$ cat src/rtl/mem_port_arbiter.sv
// Purpose: arbitrates instruction fetch and data access onto one fixed-latency memory port.
// Latency: grant is combinational; the response returns LAT cycles after the grant cycle.
// Backpressure: one access outstanding; losers see gnt=0 (stall_f for fetch) and hold their request.
// Optional build macro ARB_ROUND_ROBIN_EN: strict alternation instead of data-priority with starvation guard.
module mem_port_arbiter #(
  parameter int LAT        = 2,
  parameter int STARVE_MAX = 2
) (
  input  logic        clk,
  input  logic        srst,
  input  logic        if_req,
  input  logic [31:0] if_addr,
  output logic        if_gnt,
  output logic        if_rvalid,
  output logic [31:0] if_rdata,
  input  logic        flush,
  input  logic        d_req,
  input  logic        d_we,
  input  logic [31:0] d_addr,
  input  logic [31:0] d_wdata,
  input  logic [3:0]  d_be,
  output logic        d_gnt,
  output logic        d_rvalid,
  output logic [31:0] d_rdata,
  output logic        m_en,
  output logic        m_we,
  output logic [31:0] m_addr,
  output logic [31:0] m_wdata,
  output logic [3:0]  m_be,
  input  logic [31:0] m_rdata,
  output logic        stall_f
);

  typedef enum logic {IDLE, BUSY} state_t;

  state_t      state_q, state_d;
  logic [2:0]  cnt_q, cnt_d;
  logic        own_data_q, own_data_d;   // 1: outstanding access belongs to the data port
  logic        cancel_q, cancel_d;       // outstanding fetch was redirected away
  logic [31:0] if_rdata_q, if_rdata_d;
  logic [31:0] d_rdata_q, d_rdata_d;
`ifdef ARB_ROUND_ROBIN_EN
  logic        last_data_q, last_data_d; // 1: the most recent grant went to data
`else
  logic [2:0]  starve_q, starve_d;       // consecutive data grants while fetch waited
`endif

  logic resp;
  logic can_grant;
  logic fetch_win;

  // State register; reset discards any outstanding access.
  always_ff @(posedge clk or negedge srst) begin
    if (!srst) begin
      state_q     <= IDLE;
      cnt_q       <= 3'd0;
      own_data_q  <= 1'b0;
      cancel_q    <= 1'b0;
      if_rdata_q  <= 32'd0;
      d_rdata_q   <= 32'd0;
`ifdef ARB_ROUND_ROBIN_EN
      last_data_q <= 1'b0;
`else
      starve_q    <= 3'd0;
`endif
    end else begin
      state_q     <= state_d;
      cnt_q       <= cnt_d;
      own_data_q  <= own_data_d;
      cancel_q    <= cancel_d;
      if_rdata_q  <= if_rdata_d;
      d_rdata_q   <= d_rdata_d;
`ifdef ARB_ROUND_ROBIN_EN
      last_data_q <= last_data_d;
`else
      starve_q    <= starve_d;
`endif
    end
  end

  // Arbitration, memory strobe muxing, response routing and next-state logic.
  always_comb begin
    state_d    = state_q;
    cnt_d      = cnt_q;
    own_data_d = own_data_q;
    cancel_d   = cancel_q;
    if_rdata_d = if_rdata_q;
    d_rdata_d  = d_rdata_q;
`ifdef ARB_ROUND_ROBIN_EN
    last_data_d = last_data_q;
`else
    starve_d    = starve_q;
`endif
    if_gnt    = 1'b0;
    d_gnt     = 1'b0;
    if_rvalid = 1'b0;
    d_rvalid  = 1'b0;
    m_we      = 1'b0;
    m_addr    = 32'd0;
    m_wdata   = 32'd0;
    m_be      = 4'd0;

    resp = (state_q == BUSY) && (cnt_q == 3'd0);
    // Grants are held off while reset is asserted so no strobe leaks out.
    can_grant = srst && ((state_q == IDLE) || resp);

`ifdef ARB_ROUND_ROBIN_EN
    fetch_win = if_req && (!d_req || last_data_q);
`else
    fetch_win = if_req && (!d_req || (starve_q == 3'(STARVE_MAX)));
`endif

    if (can_grant) begin
      if_gnt = fetch_win;
      d_gnt  = d_req && !fetch_win;
    end

    // Response routing; a redirect in the response cycle also suppresses the fetch word.
    if (resp) begin
      if_rvalid = !own_data_q && !cancel_q && !flush;
      d_rvalid  = own_data_q;
      state_d   = IDLE;
      cancel_d  = 1'b0;
    end else if (state_q == BUSY) begin
      cnt_d = cnt_q - 3'd1;
      if (flush && !own_data_q) cancel_d = 1'b1;
    end

    if (if_rvalid) if_rdata_d = m_rdata;
    if (d_rvalid)  d_rdata_d  = m_rdata;

    if (if_gnt) begin
      m_addr     = if_addr;
      m_be       = 4'hF;
      state_d    = BUSY;
      cnt_d      = 3'(LAT - 1);
      own_data_d = 1'b0;
      cancel_d   = flush;
`ifdef ARB_ROUND_ROBIN_EN
      last_data_d = 1'b0;
`else
      starve_d    = 3'd0;
`endif
    end else if (d_gnt) begin
      m_we       = d_we;
      m_addr     = d_addr;
      m_wdata    = d_wdata;
      m_be       = d_be;
      state_d    = BUSY;
      cnt_d      = 3'(LAT - 1);
      own_data_d = 1'b1;
      cancel_d   = 1'b0;
`ifdef ARB_ROUND_ROBIN_EN
      last_data_d = 1'b1;
`else
      if (if_req && starve_q != 3'd7) starve_d = starve_q + 3'd1;
`endif
    end
  end

  assign m_en     = if_gnt | d_gnt;
  assign stall_f  = if_req & ~if_gnt;
  assign if_rdata = if_rvalid ? m_rdata : if_rdata_q;
  assign d_rdata  = d_rvalid  ? m_rdata : d_rdata_q;

endmodule

$ cat config.mk
export PLATFORM = sky130hd
export DESIGN_NAME = mem_port_arbiter
export DESIGN_NICKNAME = d
export VERILOG_FILES = /design/src/rtl/mem_port_arbiter.sv
export SDC_FILE = /design/constraint.sdc
export NUM_CORES = 1
export LEC_CHECK = 0
export CAP_MARGIN = 20
export CORE_MARGIN = 4
export CORE_UTILIZATION = 34
export DETAILED_ROUTE_END_ITERATION = 16
export HOLD_SLACK_MARGIN = 0.05
export PLACE_DENSITY = 0.93
export SYNTH_ARGS = -nofsm -noshare
export SYNTH_HDL_FRONTEND = slang
export SYNTH_SLANG_ARGS = --single-unit
$ cat constraint.sdc
create_clock -name clk -period 2.2 [get_ports clk]
set_input_delay 0.33 -clock clk [delete_from_list [all_inputs] [get_ports clk]]
set_output_delay 0.33 -clock clk [all_outputs]
set_load 0.01 [all_outputs]
Word-level counts from Yosys, hierarchy flattened

Cells that the tools add are included.
W data, S select, Z words.

Bits in registers: 73
Input port bits: 138
Output and inout bits: 139
Word-level logic and storage cells: 72

$add $sub $neg: 2
Equal/unequal tests: 3
Muxes and demuxes: 31
Bitwise gates (word level): 4
Reduce and logical (&&, ||, !) cells: 25

Operators with widths:

| operator              | count |
|---|---|
| $mux W32              | 6 |
| $mux W3               | 7 |
| $mux W1               | 16 |
| $logic_and A1 B1 Y1   | 8 |
| $mux W4               | 2 |
| $reduce_bool A4 Y1    | 2 |
| $ne A3 B3 Y1 const B  | 2 |
| $reduce_and A2 Y1     | 3 |
| $reduce_bool A3 Y1    | 2 |
| $logic_not A1 Y1      | 5 |
| $reduce_bool A2 Y1    | 2 |
| $add A3 B1 Y3 const B | 1 |
| $eq A3 B2 Y1 const B  | 1 |
| $logic_not A3 Y1      | 1 |
| $sub A3 B1 Y3 const B | 1 |
| $logic_or A1 B1 Y1    | 2 |
| $not A1 Y1            | 2 |
| $and A1 B1 Y1         | 1 |
| $or A1 B1 Y1          | 1 |

Logic depth before layout (Yosys ltp)

Depth after elaboration: 8
Depth in mapped cells: 8
Gate-level depth less buffers: 7

Worst setup path before layout

Ideal clock, no wire load.

Kind: register -> output
Start point: register cnt_q[0]
End point: output port if_rdata[10]
Arrival time: 1.728 ns
Data required time: 1.870 ns
Path slack: 0.142 ns
Stages on the path, launching flop included: 8
Path buffers: 1
Path through: dfrtp_1 -> inv_1 -> ha_1 -> ha_1 -> nand2_1 -> nor4_4 -> buf_6 -> mux2_2

Cells in the longest elaborated chain, start to end: 4

Ends and longest elaborated chain:

| what                     | line | RTL |
|---|---|---|
| start: declaration       | 37   | `logic [2:0] cnt_q, cnt_d;` |
| start signal: assignment | 68   | `cnt_q <= cnt_d;` |
| $logic_not A3 Y1         | 103  | `resp = (state_q == BUSY) && (cnt_q == 3'd0);` |
| $logic_and A1 B1 Y1      | 103  |  |
| $mux W1                  | 119  | `if (resp) begin` |
| via if_rvalid            | 14   | `output logic if_rvalid,` |
| $mux W32                 | n/a  |  |
| end: declaration         | 15   | `output logic [31:0] if_rdata,` |

The timed path passes the listed nets, and every way through them passes these cells.

Final worst setup path

Start point: register cnt_q[0]
End point: output port m_wdata[30]

Cells in the longest elaborated chain, start to end: 7
Elaborated cells between the ends (all ways): 8
Classes of those cells: mux: 4; reduce/logical: 4

Ends and longest elaborated chain:

| what                  | line | RTL |
|---|---|---|
| $logic_not A3 Y1 *    | 103  |  |
| $logic_and A1 B1 Y1 * | 103  |  |
| $logic_or A1 B1 Y1 *  | 105  | `can_grant = srst && ((state_q == IDLE) \|\| resp);` |
| $logic_and A1 B1 Y1 * | 105  |  |
| $mux W1               | 113  | `if (can_grant) begin` |
| $mux W32              | 144  | `end else if (d_gnt) begin` |
| $mux W32 *            | 132  | `if (if_gnt) begin` |
| end: declaration      | 28   | `output logic [31:0] m_wdata,` |

Mark *: on every way between the ends. The rest lies on a longest branch, timed or not.

==> key figures <==
Critical path
  • Data arrival, critical path: 2.44 ns
  • Worst setup path class: flop to output pin
  • CP Data Required Time: 1.87 ns
  • Critical Path, Cell by Cell: inv_1 > ha_2 > ha_4 > buf_6 > nand2b_4 > nand2_4 > nor3b_4 > clkbuf_16 > buf_8 > buf_6 > buf_6 > and2_4 > buf_6
  • CP Max Fanout: 8
  • Worst setup EP type: output pin
  • R2R Setup Slk: 0.01 ns
  • Type of origin of the critical path: flop
  • Most frequent CP cell: buf_6
  • CP bufs+invs: 7
  • Slowest-stage cell, CP: dfrtp_1
  • Crit path max-delay family: buffers and inverters
  • Largest stage delay on the critical path: 0.39 ns

Synth
  • Mapped Area: 3580 um2
  • Leading area contributor after synthesis: dfrtp_1
  • Number of synthesized flops with an enable pin: 0
  • Seq/Total Area, Yosys: 0.510
  • FF+latch count, synth: 73
  • Count leader, synth: dfrtp_1
  • Syn Nets: 453
  • Post-synth top cells: dfrtp_1 (73), mux2_2 (62), nor2_1 (40)
  • Ys async rst share: 1.00
  • Synth top area cells: dfrtp_1 (51%), mux2_2 (19%), a22oi_1 (6.7%)
  • Primary FF master, synth: dfrtp_1
  • Yosys top cell area share: 0.510
  • Syn Area/Cell: 11.6 um2
  • Synthesized netlist cell count: 310
  • Yosys cell types: 26
  • Ys Warns: 0

Layout
  • Fraction of layout cells with a size suffix above 1: 0.518
  • Design Area, Final: 8000 um2
  • Total Nets Final: 818
  • Final non-filler cell total: 816
  • Area occupied by registers: 1830 um2
  • Ant. Diodes: 0
  • # fillers: 589
  • Area of the multi-input gates: 2020 um2
  • Area grow syn2layout: 123%
  • Final core utilization: 0.778

Place
  • Placer Congestion: 0.942
  • DP Worst Slack: -0.409 ns
  • Placed inst area: 6610 um2
  • Port Buf Inserts: 276
  • Placed Cells: 722
  • DP HPWL: 10,700 um

STA
  • Final hold violations: 0
  • TNS Setup: -48.70 ns
  • Max-slew violations: 0
  • Fin crit share: 1.26
  • Final setup violation count: 138
  • Clock Skew: 0.00964 ns
  • Max_slew headroom: 0.652
  • Final Worst Setup Slack: -0.574 ns
  • Worst-Margin Slew: 0.523 ns
  • RSZ-0062 raised after global routing: true
  • Post-route minimum period: 2.77 ns
  • Fmax: 0.361 GHz

Power and ir drop
  • Max VDD drop: 816 uV
  • PD cells: 1210 nW/um2
  • P_leak: 4.04 nW

Global route
  • First-pass GRT wire length: 23,700 um
  • Initial antenna violation count: 1
  • Number of global-route vias before repair: 4,146
  • Largest net degree at the start of global routing: 42
  • GRT Residual Overflow: 0
  • Gr usage total: 0.244

Floorplanning
  • Die height: 111 um
  • Initial core utilization: 0.349
  • CORE AREA: 10,300 um2
  • Boundary pin count: 277
  • Row count: 37
  • Die ar.: 12,200 um2
  • Die W: 111 um

Routing
  • First-pass DRT Iterations: 4
  • DRC: 0
  • First DRT Iteration DRCs: 186
  • Via density: 4.95
  • Routed Antenna Nets: 0
  • Total number of vias: 4,037
  • WL per Instance: 21.4 um
  • Wirelength, routed: 17,500 um

CTS
  • Hold-fix buffers at CTS: 0
  • Max clock buf depth: 2
  • CTS HTree Levels: 3
  • Total clock sinks: 73
  • Total CTS buffers: 9
  • Clk Latency, worst-skew pair: 0.33 ns
  • CTS tree: built
  • Clock slew at reported path FFs: 0.08 ns
  • CTS Root Cell: clkbuf_8

Run status
  • Failing checks: negative setup slack
  • Status: finished with violations

Run
  • Maxcap violations: 0

Worst hold path
  • Hold/Removal Path Class: input pin to asynchronous set/reset pin
==> metrics by stage <==
step / total power [mW] / hold WS [ns]
after floorplan: 4.13 / 0.0344
after global placement: 6.51 / 0.451
after detailed placement: 6.70 / 0.463
after CTS: 8.91 / 0.113
after global routing: 10.1 / 0.159
final: 9.71 / 0.128
==> where the power goes <==
| group | total (mW) | switching, mW | internal (mW) |
|---|---|---|---|
| combinational | 6.27 | 2.51 | 3.75 |
| clock | 1.16 | 0.514 | 0.646 |
| sequential | 2.28 | 0.281 | 2.00 |
==> state kept, by name (all words and copies together), names as in the netlist <==
signal	count
cnt_q	3
starve_q	3
state_q	1
if_rdata_q	32
own_data_q	1
cancel_q	1
d_rdata_q	32
==> per-layer routing <==
metal,up-vias,global-route usage,routed length (um)
li1,1810,-,-
met1,2008,0.268,6230
met2,183,0.466,9740
met3,34,0.0475,959
met4,2,0.0805,539
met5,-,0,19
==> logic make-up after synthesis <==
logic type      after synthesis  synth area share
fa+ha+maj                     5            0.0175
compound gates               48            0.0932
buf+inv                      28            0.0412
mux                          65             0.204
simple gates                 91             0.134
flops                        73             0.510
==> area by class of cell <==
cell class,count,area share
repair buffers,375,0.467
multi-input cells,209,0.253
clock inverters,6,0.0114
flip-flops and latches,73,0.228
inverters,7,0.00329
clock buffers,10,0.0160
well taps,136,0.0213
==> worst register-to-register path: cells and delay by family (launching register included) <==
kind,cells,cell delay [ns]
buffers and inverters,8,0.95
DFF,1,0.39
adders and majority gates,2,0.36
muxes,1,0.30
and+or+nand+nor,1,0.10
==> layout by cell type, fill, tap and decap left out, drive strengths merged, types with 8 or more instances in the layout <==
master / n
clkdlybuf4s50: 136
nor2: 40
a21oi: 8
dlymetal6s2s: 13
clkbuf: 19
dfrtp: 73
a22oi: 32
inv: 8
and2: 35
buf: 217
mux2: 65
==> final timing paths <==
path                                           from                  endpoint  depth (start not counted)
min reg2reg                if_rdata_q[30]$_DFF_PN0_  if_rdata_q[30]$_DFF_PN0_                          1
max                            cnt_q[0]$_DFFE_PN0P_               m_wdata[30]                         13
min                                            srst  if_rdata_q[12]$_DFF_PN0_                          2
max in group asynchronous                      srst  if_rdata_q[23]$_DFF_PN0_                          2
min in group clk           if_rdata_q[30]$_DFF_PN0_  if_rdata_q[30]$_DFF_PN0_                          1
max reg2reg                    cnt_q[0]$_DFFE_PN0P_   d_rdata_q[15]$_DFF_PN0_                         12
==> what timing repair did <==
item | CTS | global route
setup endpoints to repair | 139 | 141
pin swaps | 1 | 15
resized for setup | 397 | 302
setup buffers | 33 | 43
cloned | 6 | 4
No activity file was read; power rests on OpenSTA's default activity.
==> variant: new RTL, same settings <==
Reset style: synchronous (`srst`), changed in one clocked block.
--- a/src/rtl/mem_port_arbiter.sv
+++ b/src/rtl/mem_port_arbiter.sv
@@ -50,7 +50,7 @@
   logic fetch_win;
 
   // State register; reset discards any outstanding access.
-  always_ff @(posedge clk or negedge srst) begin
+  always_ff @(posedge clk) begin
     if (!srst) begin
       state_q     <= IDLE;
       cnt_q       <= 3'd0;
Check against the original RTL: differs if srst is asserted again (counterexample within 4 cycles, from zero or initial values and one cycle with srst low); with srst held inactive, the same outputs for 4 cycles.
==> variant against the original RTL <==
  * The flow still finishes with violations (setup timing)
  * Area after synthesis up 8.1%
  * Critical endpoint is now m_be[1]
  * Cell area up 4.2%
  * Cell count rose by 5.6%
  * Global-route usage increased by 0.96 points
  * Count of clock-buffer cells in the layout unchanged
  * Sequential cell count stayed put
  * Routed wire length grew 11%
  * Highest routed layer is now met4
  * Worst setup slack improved by 350 ps
Power is not compared: it rests on default switching activity, and its combinational part moved more than twofold at a synthesized area within 25%.
==> variant: results (changes against the original RTL) <==
stage,metric,value,unit,change
finish,n_all_buffers,378,,was 375
worst_setup_path,arrival,2100,ps,was 2440 ps
finish,nonClkBufAreaFrac,0.471,,was 0.467
finish,inverters_excl_clock,6,,was 7
detailed_routing,routed.top_layer,met4,,was met5
synth,yosysUniqueCellTypes,36,,was 26
finish,multi_input_gates,249,,was 209
timing,setup_ws,-226,ps,was -574 ps
detailed_routing,dr.first_iter.drc_count,242,,was 186
detailed_routing,route.met2.wl,10.1,mm,was 9.74 mm
synth,avgSynthCellArea,11.0,µm²,was 11.6 µm²
worst_setup_path,worstRegToRegCells,14,,was 12
timing,finalSetupViolCount,103,,was 138
worst_hold_path,hold_class,in -> reg,,was in -> async
detailed_routing,num_vias,4307,,"was 4,037"
synth,synth_mux_area_frac,0.245,,was 0.204
worst_setup_path,critPathMaxStageDelay,330,ps,was 390 ps
global_routing,met1_usage,0.266,,was 0.268
finish,fill_cells,700,,was 589
finish,drive_above_1_share,0.522,,was 0.518
detailed_routing,post_drt_wl_per_cell,22.5,µm,was 21.4 µm
synth,yosysSeqAreaShare,0.377,,was 0.510
run_status,outcome,"finished, violations left",,unchanged
synth,ys_top_cells_by_count,"98 x and2_1, 73 x dfxtp_1, 58 x mux2_4",,"was 73 x dfrtp_1, 62 x mux2_2, 40 x nor2_1"
run_status,violations,setup timing,,unchanged
clocking,cts-root-buf,clkbuf_16,,was clkbuf_8
global_routing,grt_pass1_wl,25.9,mm,was 23.7 mm
worst_setup_path,critPathMaxFanout,7,,was 8
synth,synth_compound_area_frac,0.108,,was 0.0932
global_routing,antenna_found_initial,0,,was 1
detailed_routing,dr_wl_met3,1.61,mm,was 959 µm
==> variant: changes by cell type after synthesis, sizes merged, moves of 30 or more <==
cell   before  now
and2       35   98
dfxtp       0   73
a22o        2   32
nor2       40    4
a22oi      32    0
dfrtp      73    0
==> variant: final timing paths <==
| kind | from | endpoint | slack, ps |
|---|---|---|---|
| hold reg to reg | cancel_q | cancel_q | 510 |
| setup / recovery | starve_q[0] | m_be[1] | -230 |
| hold / removal | flush | cancel_q | 450 |
| setup reg to reg | starve_q[0] | starve_q[1] | -70 |
==> variant: logic make-up (layout without fill, tap and decap cells) <==
kind of cell | count (synthesis) | in the layout
DFF | 73 | 73
buffers and inverters | 31 | 400
adders and majority gates | 5 | 5
AOI/OAI and AO/OA | 52 | 52
muxes | 65 | 65
and+or+nand+nor | 127 | 127
==> variant: timing repair <==
action,in CTS,in global routing
endpoints found under the setup margin,139,141
pin swaps,23,37
hold endpoints to repair,0,0
gates resized for setup,623,149
gates cloned,13,4
buffers inserted,49,19
